### src/rtl/clock_pkg.sv
// Shared definitions for the alarm-setting controller: FSM encoding, edit_mode
// codes, BCD time limits and default timing parameters.
package clock_pkg;

  typedef enum logic [2:0] {
    S_IDLE     = 3'd0,
    S_T_HR     = 3'd1,
    S_T_MIN    = 3'd2,
    S_COMMIT_T = 3'd3,
    S_A_HR     = 3'd4,
    S_A_MIN    = 3'd5,
    S_COMMIT_A = 3'd6,
    S_SNOOZE   = 3'd7
  } state_t;

  localparam logic [2:0] EM_IDLE  = 3'd0;
  localparam logic [2:0] EM_T_HR  = 3'd1;
  localparam logic [2:0] EM_T_MIN = 3'd2;
  localparam logic [2:0] EM_A_HR  = 3'd3;
  localparam logic [2:0] EM_A_MIN = 3'd4;

  localparam int HOUR_MAX     = 23;
  localparam int MIN_MAX      = 59;
  localparam int MIN_PER_HOUR = MIN_MAX + 1;

  localparam int TIMEOUT_DEF    = 30;
  localparam int SNOOZE_MIN_DEF = 5;
  localparam int SNOOZE_MAX_DEF = 3;

  typedef struct packed {
    logic [1:0] h_msb;
    logic [3:0] h_lsb;
    logic [3:0] m_msb;
    logic [3:0] m_lsb;
  } hhmm_t;

  function automatic logic [6:0] bcd2bin(input logic [3:0] msb, input logic [3:0] lsb);
    return 7'(msb) * 7'd10 + 7'(lsb);
  endfunction

  function automatic logic [2:0] mode_of(input state_t s);
    case (s)
      S_T_HR:  return EM_T_HR;
      S_T_MIN: return EM_T_MIN;
      S_A_HR:  return EM_A_HR;
      S_A_MIN: return EM_A_MIN;
      default: return EM_IDLE;
    endcase
  endfunction

endpackage

### src/rtl/alarm_set_ctrl_if.sv
// Button/time bus between the user-interface front end and the alarm-setting
// controller; slave is the controller side.
interface alarm_set_ctrl_if;
  logic       btn_mode;
  logic       btn_inc;
  logic       btn_ok;
  logic       btn_snooze;
  logic       alarm;
  logic [1:0] cur_hour_msb;
  logic [3:0] cur_hour_lsb;
  logic [3:0] cur_min_msb;
  logic [3:0] cur_min_lsb;
  logic [1:0] inhour_msb;
  logic [3:0] inhour_lsb;
  logic [3:0] inmin_msb;
  logic [3:0] inmin_lsb;
  logic       set_time;
  logic       set_alarm;
  logic       alm_off;
  logic       alm_on;
  logic [2:0] edit_mode;

  modport slave (
    input  btn_mode, btn_inc, btn_ok, btn_snooze, alarm,
           cur_hour_msb, cur_hour_lsb, cur_min_msb, cur_min_lsb,
    output inhour_msb, inhour_lsb, inmin_msb, inmin_lsb,
           set_time, set_alarm, alm_off, alm_on, edit_mode
  );

  modport master (
    output btn_mode, btn_inc, btn_ok, btn_snooze, alarm,
           cur_hour_msb, cur_hour_lsb, cur_min_msb, cur_min_lsb,
    input  inhour_msb, inhour_lsb, inmin_msb, inmin_lsb,
           set_time, set_alarm, alm_off, alm_on, edit_mode
  );
endinterface

### src/rtl/bcd_hhmm_add.sv
// Combinational BCD hh:mm + N minutes. hold_hour keeps the hour fixed so the
// minute field wraps on its own; adding 60 with hold_hour=0 steps the hour only.
module bcd_hhmm_add
  import clock_pkg::*;
(
  input  hhmm_t      a,
  input  logic [6:0] add_min,
  input  logic       hold_hour,
  output hhmm_t      sum
);

  logic [6:0] hr;
  logic [6:0] mn;
  logic [6:0] mt;
  logic [6:0] mo;
  logic [6:0] ho;
  logic       carry;

  always_comb begin
    hr    = bcd2bin({2'b00, a.h_msb}, a.h_lsb);
    mn    = bcd2bin(a.m_msb, a.m_lsb);
    mt    = mn + add_min;
    carry = (mt >= 7'(MIN_PER_HOUR));
    mo    = carry ? mt - 7'(MIN_PER_HOUR) : mt;
    ho    = hr;
    if (carry && !hold_hour)
      ho = (hr == 7'(HOUR_MAX)) ? 7'd0 : hr + 7'd1;
    sum.h_msb = 2'(ho / 7'd10);
    sum.h_lsb = 4'(ho % 7'd10);
    sum.m_msb = 4'(mo / 7'd10);
    sum.m_lsb = 4'(mo % 7'd10);
  end

endmodule

### src/rtl/alarm_set_ctrl.sv
// Alarm clock setting controller: time/alarm edit FSM, alarm enable, snooze
// and dismiss handling, with an inactivity timeout on edits.
module alarm_set_ctrl
  import clock_pkg::*;
#(
  parameter int TIMEOUT    = TIMEOUT_DEF,
  parameter int SNOOZE_MIN = SNOOZE_MIN_DEF,
  parameter int SNOOZE_MAX = SNOOZE_MAX_DEF
) (
  input  logic             clk,
  input  logic             reset,
  alarm_set_ctrl_if.slave  bus
);

  localparam int TO_W  = $clog2(TIMEOUT + 1);
  localparam int SNZ_W = $clog2(SNOOZE_MAX + 1);

  state_t           state;
  hhmm_t            edit_q;
  hhmm_t            alarm_q;
  hhmm_t            cur_t;
  hhmm_t            add_a;
  hhmm_t            add_sum;
  logic [6:0]       add_n;
  logic             add_hold;
  logic [TO_W-1:0]  to_cnt;
  logic [SNZ_W-1:0] snz_cnt;
  logic [2:0]       edit_mode_q;
  logic             set_time_q;
  logic             set_alarm_q;
  logic             alm_off_q;
  logic             alm_on_q;
  logic             b_mode;
  logic             b_ok;
  logic             b_inc;
  logic             b_snz;
  logic             any_btn;
  logic             in_edit;
  logic             timed_out;

  assign cur_t = {bus.cur_hour_msb, bus.cur_hour_lsb, bus.cur_min_msb, bus.cur_min_lsb};

  // Only the highest-priority button is serviced in a cycle.
  assign b_mode  = bus.btn_mode;
  assign b_ok    = bus.btn_ok & ~bus.btn_mode;
  assign b_inc   = bus.btn_inc & ~bus.btn_mode & ~bus.btn_ok;
  assign b_snz   = bus.btn_snooze & ~bus.btn_mode & ~bus.btn_ok & ~bus.btn_inc;
  assign any_btn = bus.btn_mode | bus.btn_ok | bus.btn_inc | bus.btn_snooze;

  assign in_edit   = (state == S_T_HR) || (state == S_T_MIN) ||
                     (state == S_A_HR) || (state == S_A_MIN);
  assign timed_out = !any_btn && (to_cnt == TO_W'(TIMEOUT - 1));

  // One adder serves snooze (from the stored alarm) and both increment kinds.
  always_comb begin
    add_a    = edit_q;
    add_n    = 7'd1;
    add_hold = 1'b1;
    case (state)
      S_IDLE: begin
        add_a    = alarm_q;
        add_n    = 7'(SNOOZE_MIN);
        add_hold = 1'b0;
      end
      S_T_HR, S_A_HR: begin
        add_n    = 7'(MIN_PER_HOUR);
        add_hold = 1'b0;
      end
      default: ;
    endcase
  end

  bcd_hhmm_add u_add (
    .a         (add_a),
    .add_min   (add_n),
    .hold_hour (add_hold),
    .sum       (add_sum)
  );

  always_ff @(posedge clk or negedge reset) begin
    if (!reset) begin
      state       <= S_IDLE;
      edit_mode_q <= EM_IDLE;
      edit_q      <= '0;
      alarm_q     <= '0;
      to_cnt      <= '0;
      snz_cnt     <= '0;
      set_time_q  <= 1'b0;
      set_alarm_q <= 1'b0;
      alm_off_q   <= 1'b0;
      alm_on_q    <= 1'b0;
    end else begin
      set_time_q  <= 1'b0;
      set_alarm_q <= 1'b0;
      alm_off_q   <= 1'b0;
      to_cnt      <= (in_edit && !any_btn) ? to_cnt + TO_W'(1) : '0;
      case (state)
        S_IDLE: begin
          if (b_mode) begin
            state       <= S_T_HR;
            edit_mode_q <= mode_of(S_T_HR);
            edit_q      <= cur_t;
          end else if (b_ok && bus.alarm) begin
            alm_off_q <= 1'b1;
            snz_cnt   <= '0;
          end else if (b_snz && bus.alarm) begin
            alm_off_q <= 1'b1;
            if (snz_cnt < SNZ_W'(SNOOZE_MAX)) begin
              alarm_q <= add_sum;
              edit_q  <= add_sum;
              snz_cnt <= snz_cnt + SNZ_W'(1);
              state   <= S_SNOOZE;
            end else begin
              snz_cnt <= '0;
            end
          end else if (b_snz) begin
            alm_on_q  <= ~alm_on_q;
            alm_off_q <= alm_on_q;
          end
        end
        S_T_HR, S_T_MIN: begin
          if (b_mode) begin
            state       <= S_A_HR;
            edit_mode_q <= mode_of(S_A_HR);
            edit_q      <= alarm_q;
          end else if (b_ok && state == S_T_HR) begin
            state       <= S_T_MIN;
            edit_mode_q <= mode_of(S_T_MIN);
          end else if (b_ok) begin
            state       <= S_COMMIT_T;
            edit_mode_q <= EM_IDLE;
            set_time_q  <= 1'b1;
          end else if (b_inc) begin
            edit_q <= add_sum;
          end else if (timed_out) begin
            state       <= S_IDLE;
            edit_mode_q <= EM_IDLE;
            to_cnt      <= '0;
          end
        end
        S_A_HR, S_A_MIN: begin
          if (b_mode) begin
            state       <= S_IDLE;
            edit_mode_q <= EM_IDLE;
          end else if (b_ok && state == S_A_HR) begin
            state       <= S_A_MIN;
            edit_mode_q <= mode_of(S_A_MIN);
          end else if (b_ok) begin
            state       <= S_COMMIT_A;
            edit_mode_q <= EM_IDLE;
            set_alarm_q <= 1'b1;
            alarm_q     <= edit_q;
            alm_on_q    <= 1'b1;
            snz_cnt     <= '0;
          end else if (b_inc) begin
            edit_q <= add_sum;
          end else if (timed_out) begin
            state       <= S_IDLE;
            edit_mode_q <= EM_IDLE;
            to_cnt      <= '0;
          end
        end
        S_SNOOZE: begin
          state       <= S_COMMIT_A;
          set_alarm_q <= 1'b1;
          alm_on_q    <= 1'b1;
        end
        S_COMMIT_T, S_COMMIT_A: begin
          state       <= S_IDLE;
          edit_mode_q <= EM_IDLE;
        end
      endcase
    end
  end

  assign bus.inhour_msb = edit_q.h_msb;
  assign bus.inhour_lsb = edit_q.h_lsb;
  assign bus.inmin_msb  = edit_q.m_msb;
  assign bus.inmin_lsb  = edit_q.m_lsb;
  assign bus.set_time   = set_time_q;
  assign bus.set_alarm  = set_alarm_q;
  assign bus.alm_off    = alm_off_q;
  assign bus.alm_on     = alm_on_q;
  assign bus.edit_mode  = edit_mode_q;

endmodule

### src/flat_wrapper.sv
// flat-port wrapper written by rule: the top's interface ports become plain ports
module alarm_set_ctrl_flat import clock_pkg::*;
#(
  parameter int TIMEOUT    = TIMEOUT_DEF,
  parameter int SNOOZE_MIN = SNOOZE_MIN_DEF,
  parameter int SNOOZE_MAX = SNOOZE_MAX_DEF
)
  (clk, reset, bus_btn_mode, bus_btn_inc, bus_btn_ok, bus_btn_snooze, bus_alarm, bus_cur_hour_msb, bus_cur_hour_lsb, bus_cur_min_msb, bus_cur_min_lsb, bus_inhour_msb, bus_inhour_lsb, bus_inmin_msb, bus_inmin_lsb, bus_set_time, bus_set_alarm, bus_alm_off, bus_alm_on, bus_edit_mode);
  alarm_set_ctrl_if bus_i ();
  input  logic clk;
  input  logic reset;
  input wire logic [$bits(bus_i.btn_mode)-1:0] bus_btn_mode;
  input wire logic [$bits(bus_i.btn_inc)-1:0] bus_btn_inc;
  input wire logic [$bits(bus_i.btn_ok)-1:0] bus_btn_ok;
  input wire logic [$bits(bus_i.btn_snooze)-1:0] bus_btn_snooze;
  input wire logic [$bits(bus_i.alarm)-1:0] bus_alarm;
  input wire logic [$bits(bus_i.cur_hour_msb)-1:0] bus_cur_hour_msb;
  input wire logic [$bits(bus_i.cur_hour_lsb)-1:0] bus_cur_hour_lsb;
  input wire logic [$bits(bus_i.cur_min_msb)-1:0] bus_cur_min_msb;
  input wire logic [$bits(bus_i.cur_min_lsb)-1:0] bus_cur_min_lsb;
  output wire logic [$bits(bus_i.inhour_msb)-1:0] bus_inhour_msb;
  output wire logic [$bits(bus_i.inhour_lsb)-1:0] bus_inhour_lsb;
  output wire logic [$bits(bus_i.inmin_msb)-1:0] bus_inmin_msb;
  output wire logic [$bits(bus_i.inmin_lsb)-1:0] bus_inmin_lsb;
  output wire logic [$bits(bus_i.set_time)-1:0] bus_set_time;
  output wire logic [$bits(bus_i.set_alarm)-1:0] bus_set_alarm;
  output wire logic [$bits(bus_i.alm_off)-1:0] bus_alm_off;
  output wire logic [$bits(bus_i.alm_on)-1:0] bus_alm_on;
  output wire logic [$bits(bus_i.edit_mode)-1:0] bus_edit_mode;
  assign bus_i.btn_mode = bus_btn_mode;
  assign bus_i.btn_inc = bus_btn_inc;
  assign bus_i.btn_ok = bus_btn_ok;
  assign bus_i.btn_snooze = bus_btn_snooze;
  assign bus_i.alarm = bus_alarm;
  assign bus_i.cur_hour_msb = bus_cur_hour_msb;
  assign bus_i.cur_hour_lsb = bus_cur_hour_lsb;
  assign bus_i.cur_min_msb = bus_cur_min_msb;
  assign bus_i.cur_min_lsb = bus_cur_min_lsb;
  assign bus_inhour_msb = bus_i.inhour_msb;
  assign bus_inhour_lsb = bus_i.inhour_lsb;
  assign bus_inmin_msb = bus_i.inmin_msb;
  assign bus_inmin_lsb = bus_i.inmin_lsb;
  assign bus_set_time = bus_i.set_time;
  assign bus_set_alarm = bus_i.set_alarm;
  assign bus_alm_off = bus_i.alm_off;
  assign bus_alm_on = bus_i.alm_on;
  assign bus_edit_mode = bus_i.edit_mode;
  alarm_set_ctrl #(.TIMEOUT(TIMEOUT), .SNOOZE_MIN(SNOOZE_MIN), .SNOOZE_MAX(SNOOZE_MAX)) u_core (.clk(clk), .reset(reset), .bus(bus_i));
endmodule
### config.mk
export PLATFORM = sky130hd
export DESIGN_NAME = alarm_set_ctrl_flat
export DESIGN_NICKNAME = d
export VERILOG_FILES = /design/src/rtl/clock_pkg.sv /design/src/rtl/alarm_set_ctrl_if.sv /design/src/rtl/bcd_hhmm_add.sv /design/src/rtl/alarm_set_ctrl.sv /design/src/flat_wrapper.sv
export SDC_FILE = /design/constraint.sdc
export NUM_CORES = 1
export LEC_CHECK = 0
export ABC_CLOCK_PERIOD_IN_PS = 9500
export BUFFER_PORTS_ARGS = -buffer_cell sky130_fd_sc_hd__buf_2
export CORE_UTILIZATION = 50
export CTS_CLUSTER_SIZE = 12
export DETAILED_ROUTE_END_ITERATION = 10
export MAX_ROUTING_LAYER = met4
export PLACE_DENSITY = 0.69
export SYNTH_ARGS = -nofsm -noshare
export SYNTH_HDL_FRONTEND = slang
export SYNTH_SLANG_ARGS = --single-unit
### constraint.sdc
create_clock -name clk -period 9.5 [get_ports clk]
set_input_delay 1.9 -clock clk [delete_from_list [all_inputs] [get_ports clk]]
set_output_delay 1.9 -clock clk [all_outputs]
set_load 0.05 [all_outputs]
Word-level counts from Yosys, hierarchy flattened
Index checks and enable logic that the tools add are counted.
{"block": "totals", "output_inout_bits": 21, "inputBits": 21, "word_cells": 175, "regBits": 45}
{"block": "classes", "div_mod_pow": 4, "n_eq_ne": 24, "reduce_logical": 27, "bitwise_logic": 13, "order_cmp": 2, "addsub": 7, "n_mux": 80, "mul": 2}
{"cell": "14-bit 2-to-1 mux", "n": 15}
{"cell": "3-bit 2-to-1 mux", "n": 20}
{"cell": "14-bit case mux with 3 select lines", "n": 1}
{"cell": "5-bit 2-to-1 mux", "n": 8}
{"cell": "14-bit case mux with 2 select lines", "n": 1}
{"cell": "7-bit 2-to-1 mux", "n": 3}
{"cell": "1-bit 2-to-1 mux", "n": 18}
{"cell": "8-bit AND reduction", "n": 2}
{"cell": "3-bit case mux with 5 select lines", "n": 1}
{"cell": "7-bit by 4-bit divider with 7-bit output (second input constant)", "n": 2}
{"cell": "7-bit by 4-bit modulo with 7-bit output (second input constant)", "n": 2}
{"cell": "2-bit 2-to-1 mux", "n": 7}
{"cell": "3-bit == test (second input constant)", "n": 4}
{"cell": "2-bit != test (second input constant)", "n": 6}
{"cell": "3-bit case mux with 4 select lines", "n": 1}
{"cell": "6-bit case mux with 2 select lines", "n": 1}
{"cell": "5-bit case mux with 2 select lines", "n": 1}
{"cell": "2-bit by 1-bit != test with 1-bit output (second input constant)", "n": 4}
{"cell": "2-bit OR reduction", "n": 4}
{"cell": "6-bit by 4-bit adder with 7-bit output", "n": 1}
{"cell": "7-bit by 1-bit adder with 7-bit output (second input constant)", "n": 1}
{"cell": "7-bit by 4-bit adder with 7-bit output", "n": 1}
{"cell": "7-bit adder", "n": 1}
{"cell": "7-bit by 5-bit == test with 1-bit output (second input constant)", "n": 1}
{"cell": "31 further kinds", "n": 53}

Depth between registers and ports, before layout
Gate-level depths: netlist (run 1).
{"block": "depth", "ltp_word": 14, "mapped_depth": 30, "depth_no_buf": 26}

Modules after synthesis
A second synthesis (run 1) with hierarchy kept.
{"block": "hier_totals", "cells_unflattened": 526, "area_unflattened_um2": 4393.0}
{"mod": "alarm_set_ctrl", "cells_each": 306, "seq_area_each_um2": 1126.1, "area_per_inst_um2": 2695.1, "instances": 1}
{"mod": "bcd_hhmm_add", "cells_each": 220, "seq_area_each_um2": 0.0, "area_per_inst_um2": 1697.9, "instances": 1}

Least setup slack after synthesis (run 1)
No wires, ideal clock.
{"block": "synth_timing", "kind": "reg2reg", "start": "register u_core.state[2]", "end": "register u_core.edit_q (netlist bit u_core.bus.inhour_lsb[2])", "path_stages_with_launch": 29, "setup_time_ns": 0.082, "path_buffers": 3, "path_slack_ns": 2.634, "required_ns": 9.418, "synth_period_minus_slack_ns": 6.866, "t_arrival_ns": 6.784, "cell_sequence": "dfrtp_1 clkbuf_1 nor3_1 clkbuf_1 mux2_2 ha_1 inv_1 fa_1 inv_1 ha_1 xor2_1 inv_1 ha_1 clkbuf_1 a22o_1 o21ai_0 o22ai_4 mux2i_1 o311ai_2 a21oi_1 o21ai_0 xnor2_1 ha_1 o31ai_1 o21ai_1 and3b_1 a31o_1 a2111o_1 a22oi_2"}
{"block": "synth_via", "elab_chain_cells": 14, "word_cells_on_any_way": 44, "classes_between": "add/sub (4); mul (2); div (1); order compare (1); eq/ne (11); mux (15); reduce/logical (10)"}
{"item": "start, declared", "line_no": "alarm_set_ctrl.sv:18", "text": "state_t state;"}
{"item": "start signal, assigned", "line_no": "alarm_set_ctrl.sv:82", "text": "state <= S_IDLE;"}
{"item": "start signal, assigned", "line_no": "alarm_set_ctrl.sv:100", "text": "state <= S_T_HR;"}
{"item": "start signal, assigned", "line_no": "alarm_set_ctrl.sv:112", "text": "state <= S_SNOOZE;"}
{"item": "3-bit logical NOT", "line_no": "alarm_set_ctrl.sv:59, alarm_set_ctrl.sv:97"}
{"item": "14-bit 2-to-1 mux", "line_no": "alarm_set_ctrl.sv:59", "text": "case (state)"}
{"item": "4-bit by 3-bit multiplier with 6-bit output", "line_no": "clock_pkg.sv:38", "text": "return 7'(msb) * 7'd10 + 7'(lsb);"}
{"item": "7-bit by 4-bit adder with 7-bit output", "line_no": "clock_pkg.sv:38"}
{"item": "7-bit adder", "line_no": "bcd_hhmm_add.sv:22", "text": "mt = mn + add_min;"}
{"item": "7-bit by 6-bit >= comparator with 1-bit output", "line_no": "bcd_hhmm_add.sv:23", "text": "carry = (mt >= 7'(MIN_PER_HOUR));"}
{"item": "1-bit logical AND", "line_no": "bcd_hhmm_add.sv:26", "text": "if (carry && !hold_hour)"}
{"item": "7-bit 2-to-1 mux", "line_no": "bcd_hhmm_add.sv:26"}
{"item": "7-bit by 4-bit modulo with 7-bit output", "line_no": "bcd_hhmm_add.sv:29", "text": "sum.h_lsb = 4'(ho % 7'd10);"}
{"item": "14-bit 2-to-1 mux, on equally long branches", "line_no": "alarm_set_ctrl.sv:133, alarm_set_ctrl.sv:155, alarm_set_ctrl.sv:108"}
{"item": "14-bit 2-to-1 mux, on equally long branches", "line_no": "alarm_set_ctrl.sv:129, alarm_set_ctrl.sv:106"}
{"item": "14-bit 2-to-1 mux, on equally long branches", "line_no": "alarm_set_ctrl.sv:145, alarm_set_ctrl.sv:103, alarm_set_ctrl.sv:126"}
{"item": "14-bit 2-to-1 mux, on equally long branches", "line_no": "alarm_set_ctrl.sv:142, alarm_set_ctrl.sv:99, alarm_set_ctrl.sv:122"}
{"item": "14-bit case mux with 3 select lines", "line_no": "alarm_set_ctrl.sv:97", "text": "case (state)"}
{"item": "end signal, assigned", "line_no": "alarm_set_ctrl.sv:102", "text": "edit_q <= cur_t;"}
{"item": "end signal, assigned", "line_no": "alarm_set_ctrl.sv:134", "text": "edit_q <= add_sum;"}
{"item": "end signal, assigned", "line_no": "alarm_set_ctrl.sv:156", "text": "edit_q <= add_sum;"}
{"item": "end, declared", "line_no": "alarm_set_ctrl.sv:19", "text": "hhmm_t edit_q;"}
Parallel ways exist; a longest one is shown, timed or not. The select of a mux whose other input is x is not followed.
A chain may end at the register's enable or synchronous reset.

Final worst setup path (run 1)
{"block": "layout_timing", "start": "register u_core.state[1]", "end": "register u_core.edit_q (netlist bit u_core.bus.inhour_msb[0])"}
{"block": "layout_via", "elab_chain_cells": 14, "word_cells_on_any_way": 44, "classes_between": "add/sub (4); mul (2); div (1); order compare (1); eq/ne (11); mux (15); reduce/logical (10)"}
{"item": "3-bit logical NOT", "line_no": "alarm_set_ctrl.sv:59, alarm_set_ctrl.sv:97"}
{"item": "14-bit 2-to-1 mux", "line_no": "alarm_set_ctrl.sv:59"}
{"item": "4-bit by 3-bit multiplier with 6-bit output", "line_no": "clock_pkg.sv:38"}
{"item": "7-bit by 4-bit adder with 7-bit output", "line_no": "clock_pkg.sv:38"}
{"item": "7-bit adder", "line_no": "bcd_hhmm_add.sv:22"}
{"item": "7-bit by 6-bit >= comparator with 1-bit output", "line_no": "bcd_hhmm_add.sv:23"}
{"item": "1-bit logical AND", "line_no": "bcd_hhmm_add.sv:26"}
{"item": "7-bit 2-to-1 mux", "line_no": "bcd_hhmm_add.sv:26"}
{"item": "7-bit by 4-bit divider with 7-bit output", "line_no": "bcd_hhmm_add.sv:28", "text": "sum.h_msb = 2'(ho / 7'd10);"}
{"item": "14-bit 2-to-1 mux, on equally long branches", "line_no": "alarm_set_ctrl.sv:133, alarm_set_ctrl.sv:155, alarm_set_ctrl.sv:108"}
{"item": "14-bit 2-to-1 mux, on equally long branches", "line_no": "alarm_set_ctrl.sv:129, alarm_set_ctrl.sv:106"}
{"item": "14-bit 2-to-1 mux, on equally long branches", "line_no": "alarm_set_ctrl.sv:145, alarm_set_ctrl.sv:103, alarm_set_ctrl.sv:126"}
{"item": "14-bit 2-to-1 mux, on equally long branches", "line_no": "alarm_set_ctrl.sv:142, alarm_set_ctrl.sv:99, alarm_set_ctrl.sv:122"}
{"item": "14-bit case mux with 3 select lines", "line_no": "alarm_set_ctrl.sv:97"}
Parallel ways exist; a longest one is shown, timed or not. The select of a mux whose other input is x is not followed.

==> out/results.tsv, run 1 <==
metric	value	unit
status	complete, no violations	
post-route setup TNS	0	ps
Post-Syn Nets	654	
worst hold path type	reg -> reg	
Final Max Slew Viols	0	
cts bufs inserted	5	
minimum clock period after layout	8405	ps
total grt overflow	0	
CTS H-tree depth	2	
final core utilization	0.5484	
asr flop ratio synth	1.000	
vias per cell	6.644	
Cell Area, Synth	4733	um2
vias in the first global route	4506	
input/output buffers	41	
Setup Buffers After CTS	0	
slew at the pin closest to its max-slew limit	1239	ps
Synth Instances	606	
Area growth syn-to-layout	6.556	%
post-cts sizing count	0	
top sig layer	met4	
most common cell after layout, fill and taps aside	nand2_1	
EDFF count, synth	0	
FILL cells	886	
initial antenna violation count	0	
Main synth FF type	dfrtp_1	
Final setup violation count	0	
first-pass GRT wire length	22.67	mm
Avg Cell Area, Syn	7.811	um2
antenna-violating nets left	0	
Die Ht	99.30	um
clock buffer depth	2	
endpoints failing hold	0	
startpoint types	flip-flop	
pin count of the biggest net entering global routing	46	
Final Instance Count excl. Fillers	735	
RSZ-0062 raised after global routing	no	
clock sink count	45	
M1 wire length	6.369	mm
cts-stage hold buffer count	0	
Final GP Congestion	0.9236	
Cells after DPL	727	
share of cells above drive strength 1	0.1362	
TritonCTS clock tree	done	
final worst path period share	0.8848	
Max Clock Freq	0.1190	GHz
Clock Skews	7.539	ps
WHS	506.5	ps
vias	4883	
main area contributors after synthesis	dfrtp_1 24%, ha_1 5.8%, nand2_1 5.6%	
Slew HR	0.1724	
Synth warnings	0	
Tot GR Track Use	0.2973	
CP max FO	30	
diode count	0	
Critical Setup Path Class	reg -> reg	
Worst-path clk slew	90	ps
met2 wire length	6.309	mm
sequential area share after synthesis	0.2379	
nets	671	
clk root buf	clkbuf_8	
CP Data Required Time	9670	ps
die width	99.30	um
Synth top area share	0.2379	
row cnt	35	
area leader, netlist	dfrtp_1	
Routed Wire Length	14.08	mm
nature of the critical path endpoint	flip-flop	
starting density of the core	0.5147	
DRC Markers	0	
DPL Wire Length	10.37	mm
num ports	42	
wire per inst	19.15	um
DRT Pass-1 Iters	5	
Critical Path AT	8580	ps
Die ar.	9860	um2
most frequent cells in the layout	70 x nand2_1, 57 x nor2_1, 45 x dfrtp_1	
synthesized flop and latch total	45	
MaxCap Viol Count	0	
clk_lat worst skew	300	ps
DRT iter0 DRCs	447	
core area	9196	um2
count of cell types in the netlist	81	
Routed met3 length	971	um
==> per-stage QoR <==
step | worst slack, ps | instance area (um2)
after floorplan | 2634 | 4733
after global placement | 1488 | 4947
after detailed placement | 1291 | 4947
after CTS | 1290 | 5044
after global routing | 522.7 | 5044
final | 1095 | 5044
==> sequential cells by signal, summed over array words and instances (netlist names) <==
name / cells
u_core.bus.alm_off: 1
u_core.bus.inmin_msb: 4
u_core.bus.set_alarm: 1
u_core.bus.alm_on: 1
u_core.bus.edit_mode: 3
u_core.to_cnt: 5
u_core.bus.set_time: 1
u_core.bus.inhour_lsb: 4
u_core.bus.inhour_msb: 2
u_core.state: 3
u_core.bus.inmin_lsb: 4
u_core.snz_cnt: 2
u_core.alarm_q: 14
==> cells by family after synthesis <==
kind of cell / after synthesis / synth area share
AO/OA/AOI/OAI: 207 / 0.3185
XOR/XNOR: 15 / 0.02775
adder cells (fa/ha/maj): 27 / 0.07930
buffers and inverters: 65 / 0.05868
flip-flops: 45 / 0.2379
multiplexers: 20 / 0.04732
AND/OR/NAND/NOR: 227 / 0.2305
==> synth_stat cells, types with 6 or more instances <==
cell type   n
nand2b_1    7
a221oi_1    6
mux2_2      9
a22oi_1     7
xnor2_1    10
o21ai_0    39
o31ai_1     6
nor3_1     17
mux2i_1    10
and2_1      8
nand3_1    21
a211o_1     7
dfrtp_1    45
o211ai_1   10
a21oi_1    36
nand4_1     6
nor2b_1    10
buf_1       6
a21o_1      6
a31oi_1     7
nand2_1    70
a211oi_1   17
inv_1      27
nor2_1     57
ha_1       22
clkbuf_1   22
==> critical path, cell delays in order, from the launching register on <==
cell and delay [ps]:
dfrtp_1 730, nor3_2 1080, mux2_2 450, ha_1 280, inv_1 50, fa_1 470
inv_1 40, ha_1 340, xor2_1 240, inv_1 160, ha_1 320, a22o_1 280
a32oi_2 810, o21ai_0 350, nand2_1 280, a21oi_1 60, o21ai_0 420, xnor2_1 180
ha_1 270, o31ai_1 100, o21ai_1 180, and3b_1 200, o21ai_0 590, and2_1 260
o221ai_1 120
==> area by class of cell <==
type	count	area [um2]	area share
multi-input combinational	496	3334	0.6611
sequential	45	1126	0.2233
timing repair buffer	45	235.2	0.04664
tap	111	138.9	0.02754
inverter	30	112.6	0.02233
clock buffer	6	82.58	0.01637
clock inverter	2	13.76	0.002729
==> routing by layer <==
| metal | track usage | up-vias |
|---|---|---|
| met2 | 0.4434 | 224 |
| met3 | 0.03303 | 30 |
| met1 | 0.4074 | 2324 |
| met5 | - | - |
| li1 | - | 2305 |
| met4 | 0.1324 | 0 |
==> path summary, 6_finish.rpt <==
check	cells after the start	start	slack, ps	to
max reg2reg	24	u_core.state[1]$_DFFE_PN0P_	1090	u_core.bus.inhour_msb[0]$_DFFE_PN0P_
min in group asynchronous	1	reset	1750	u_core.bus.inhour_lsb[3]$_DFFE_PN0P_
min reg2reg	1	u_core.to_cnt[0]$_DFF_PN0_	510	u_core.to_cnt[0]$_DFF_PN0_
max in group asynchronous	1	reset	7100	u_core.state[0]$_DFFE_PN0P_
max	24	u_core.state[1]$_DFFE_PN0P_	1090	u_core.bus.inhour_msb[0]$_DFFE_PN0P_
min	1	u_core.to_cnt[0]$_DFF_PN0_	510	u_core.to_cnt[0]$_DFF_PN0_
Power of run 1 is left out: the tool's default activity adds up to more than one toggle a clock period on the data nets, which glitch-free logic cannot reach.
==> run 2: changes to the inputs <==
--- a/config.mk
+++ b/config.mk
@@ -7,11 +7,13 @@
 export LEC_CHECK = 0
 export ABC_CLOCK_PERIOD_IN_PS = 9500
 export BUFFER_PORTS_ARGS = -buffer_cell sky130_fd_sc_hd__buf_2
-export CORE_UTILIZATION = 50
+export CELL_PAD_IN_SITES_DETAIL_PLACEMENT = 0
+export CELL_PAD_IN_SITES_GLOBAL_PLACEMENT = 1
+export CORE_UTILIZATION = 46
 export CTS_CLUSTER_SIZE = 12
 export DETAILED_ROUTE_END_ITERATION = 10
 export MAX_ROUTING_LAYER = met4
-export PLACE_DENSITY = 0.69
+export PLACE_DENSITY = 0.82
 export SYNTH_ARGS = -nofsm -noshare
 export SYNTH_HDL_FRONTEND = slang
 export SYNTH_SLANG_ARGS = --single-unit
==> run 2 against run 1 <==
  * Cell area up 0.57%
  * Hold slack lost 9.9 ps
  * Setup slack improved by 190 ps
  * Sequential share of layout area is 0.13 points lower
  * Sequential cell count stayed put
  * Global-route usage is 1.5 points lower
  * Non-clock buffer count increased by 1
  * Die area up 8.5%
  * Count of clock-buffer cells in the layout is the same
  * Register-to-register slack improved by 190 ps
  * Core utilization shrank 3.4 points
  * Critical path type unchanged
  * Largest cell class unchanged
==> out/results.tsv, run 2 (same netlist as run 1, synthesis figures left out) <==
metric	value	unit
Area growth syn-to-layout	7.164	%
r2r setup slk	1280	ps
CTS H-tree depth	2	
most frequent cells in the layout	70 x nand2_1, 57 x nor2_1, 45 x dfrtp_1	
Setup Buffers After CTS	0	
TritonCTS clock tree	done	
pin count of the biggest net entering global routing	46	
endpoints failing hold	0	
antenna-violating nets left	0	
share of cells above drive strength 1	0.1362	
Critical Setup Path Class	reg -> reg	
initial antenna violation count	0	
worst hold path type	reg -> reg	
clk root buf	clkbuf_8	
vias in the first global route	4393	
final worst path period share	0.8650	
CP max FO	30	
max reg flops	14	
RSZ-0062 raised after global routing	no	
leading registers by flop count	u_core.alarm_q x14, u_core.to_cnt x5	
MaxCap Viol Count	0	
first-pass GRT wire length	22.51	mm
cts bufs inserted	5	
clock sink count	45	
DRC Markers	0	
row cnt	36	
vias	4791	
Worst-path clk slew	90	ps
Worst R2R Path Depth	23	
starting density of the core	0.4798	
crit path launch	u_core.state[0]$_DFFE_PN0P_	
most common cell after layout, fill and taps aside	nand2_1	
Final setup violation count	0	
status	complete, no violations	
core area	9864	um2
Final Max Slew Viols	0	
Routed Wire Length	13.88	mm
clk_lat worst skew	310	ps
cts-stage hold buffer count	0	
Critical Path AT	8390	ps
FILL cells	953	
nature of the critical path endpoint	flip-flop	
Critical R2R Launch	u_core.state[0]$_DFFE_PN0P_	
Final GP Congestion	0.8714	
Final Cell Area	5072	um2
startpoint types	flip-flop	
input/output buffers	41	
num ports	42	
clock buffer depth	2	
slew at the pin closest to its max-slew limit	1235	ps
diode count	0	
Max Clock Freq	0.1217	GHz
largest register by flop count	u_core.alarm_q	
Post-DP Area	4982	um2
Die Ht	103.4	um
vias per cell	6.329	
reg2reg end	u_core.bus.inhour_msb[0]$_DFFE_PN0P_	
total grt overflow	0	
DRT Pass-1 Iters	6	
DRT iter0 DRCs	451	
Slew HR	0.1766	
post-cts sizing count	0	
post-route setup TNS	0	ps
CP Data Required Time	9670	ps
hold path startpoint	u_core.to_cnt[0]$_DFF_PN0_	
die width	103.4	um
worst setup path endpoint	u_core.bus.inhour_msb[0]$_DFFE_PN0P_	
minimum clock period after layout	8217	ps
nets	672	
Die ar.	10700	um2
DPL Wire Length	10.38	mm
Tot GR Track Use	0.2826	
wire per inst	18.34	um
Clock Skews	11.98	ps
-- run 2: changes by cell type in the layout (fill, tap and decap cells not counted), sizes merged --
cell,change
clkinvlp,+1
clkinv,-2
buf,+1
-- run 2: critical path, stage by stage, from the launching register on --
cell,delay (ps)
dfrtp_1,740
nor3_2,1040
mux2_2,440
ha_1,280
inv_1,40
fa_1,480
inv_1,50
ha_1,340
xor2_1,260
inv_1,170
ha_1,310
a22o_1,260
a32oi_2,760
nor3_1,160
o31ai_2,540
o21ai_0,330
xnor2_1,220
ha_1,260
o31ai_1,100
o21ai_1,190
and3b_1,200
o21ai_0,520
and2_1,250
o221ai_1,120
-- run 2: how the worst min path moves through the flow --
stage / end / slack, ps / cells past startpoint
after CTS: u_core.to_cnt[0]$_DFF_PN0_ / 500 / 1
after global routing: u_core.to_cnt[0]$_DFF_PN0_ / 530 / 1
after global placement: u_core.to_cnt[0]$_DFF_PN0_ / 480 / 1
after floorplan: u_core.to_cnt[0]$_DFF_PN0_ / 460 / 1
after detailed placement: u_core.to_cnt[0]$_DFF_PN0_ / 490 / 1
final: u_core.to_cnt[0]$_DFF_PN0_ / 500 / 1
-- run 2: final cells by class --
| cell class | count | area (um2) | area share |
|---|---|---|---|
| multi-input combinational | 496 | 3334 | 0.6574 |
| sequential | 45 | 1126 | 0.2220 |
| timing repair buffer | 46 | 242.7 | 0.04785 |
| tap | 133 | 166.4 | 0.03281 |
| inverter | 30 | 112.6 | 0.02220 |
| clock buffer | 6 | 82.58 | 0.01628 |
| clock inverter | 1 | 7.507 | 0.001480 |
-- run 2: layer usage --
layer / wire (um) / track usage / vias up
met5: 0 / - / -
met4: 314 / 0.08342 / 0
met3: 845 / 0.02621 / 36
met2: 6213 / 0.4264 / 184
met1: 6510 / 0.4013 / 2260
li1: - / - / 2311
-- run 2: per-stage QoR --
stage | hold WS, ps | setup slack (ps) | cells | util
2_1_floorplan | 460.8 | 2634 | 606 | -
3_3_place_gp | 476.7 | 1503 | 750 | 0.5051
3_5_place_dp | 489.1 | 1358 | 750 | 0.5051
4_1_cts | 501.2 | 1332 | 757 | 0.5142
5_1_grt | 532.8 | 499.4 | 757 | 0.5142
6_report | 496.6 | 1283 | 757 | 0.5142
Power of run 2 is left out for the same reason.
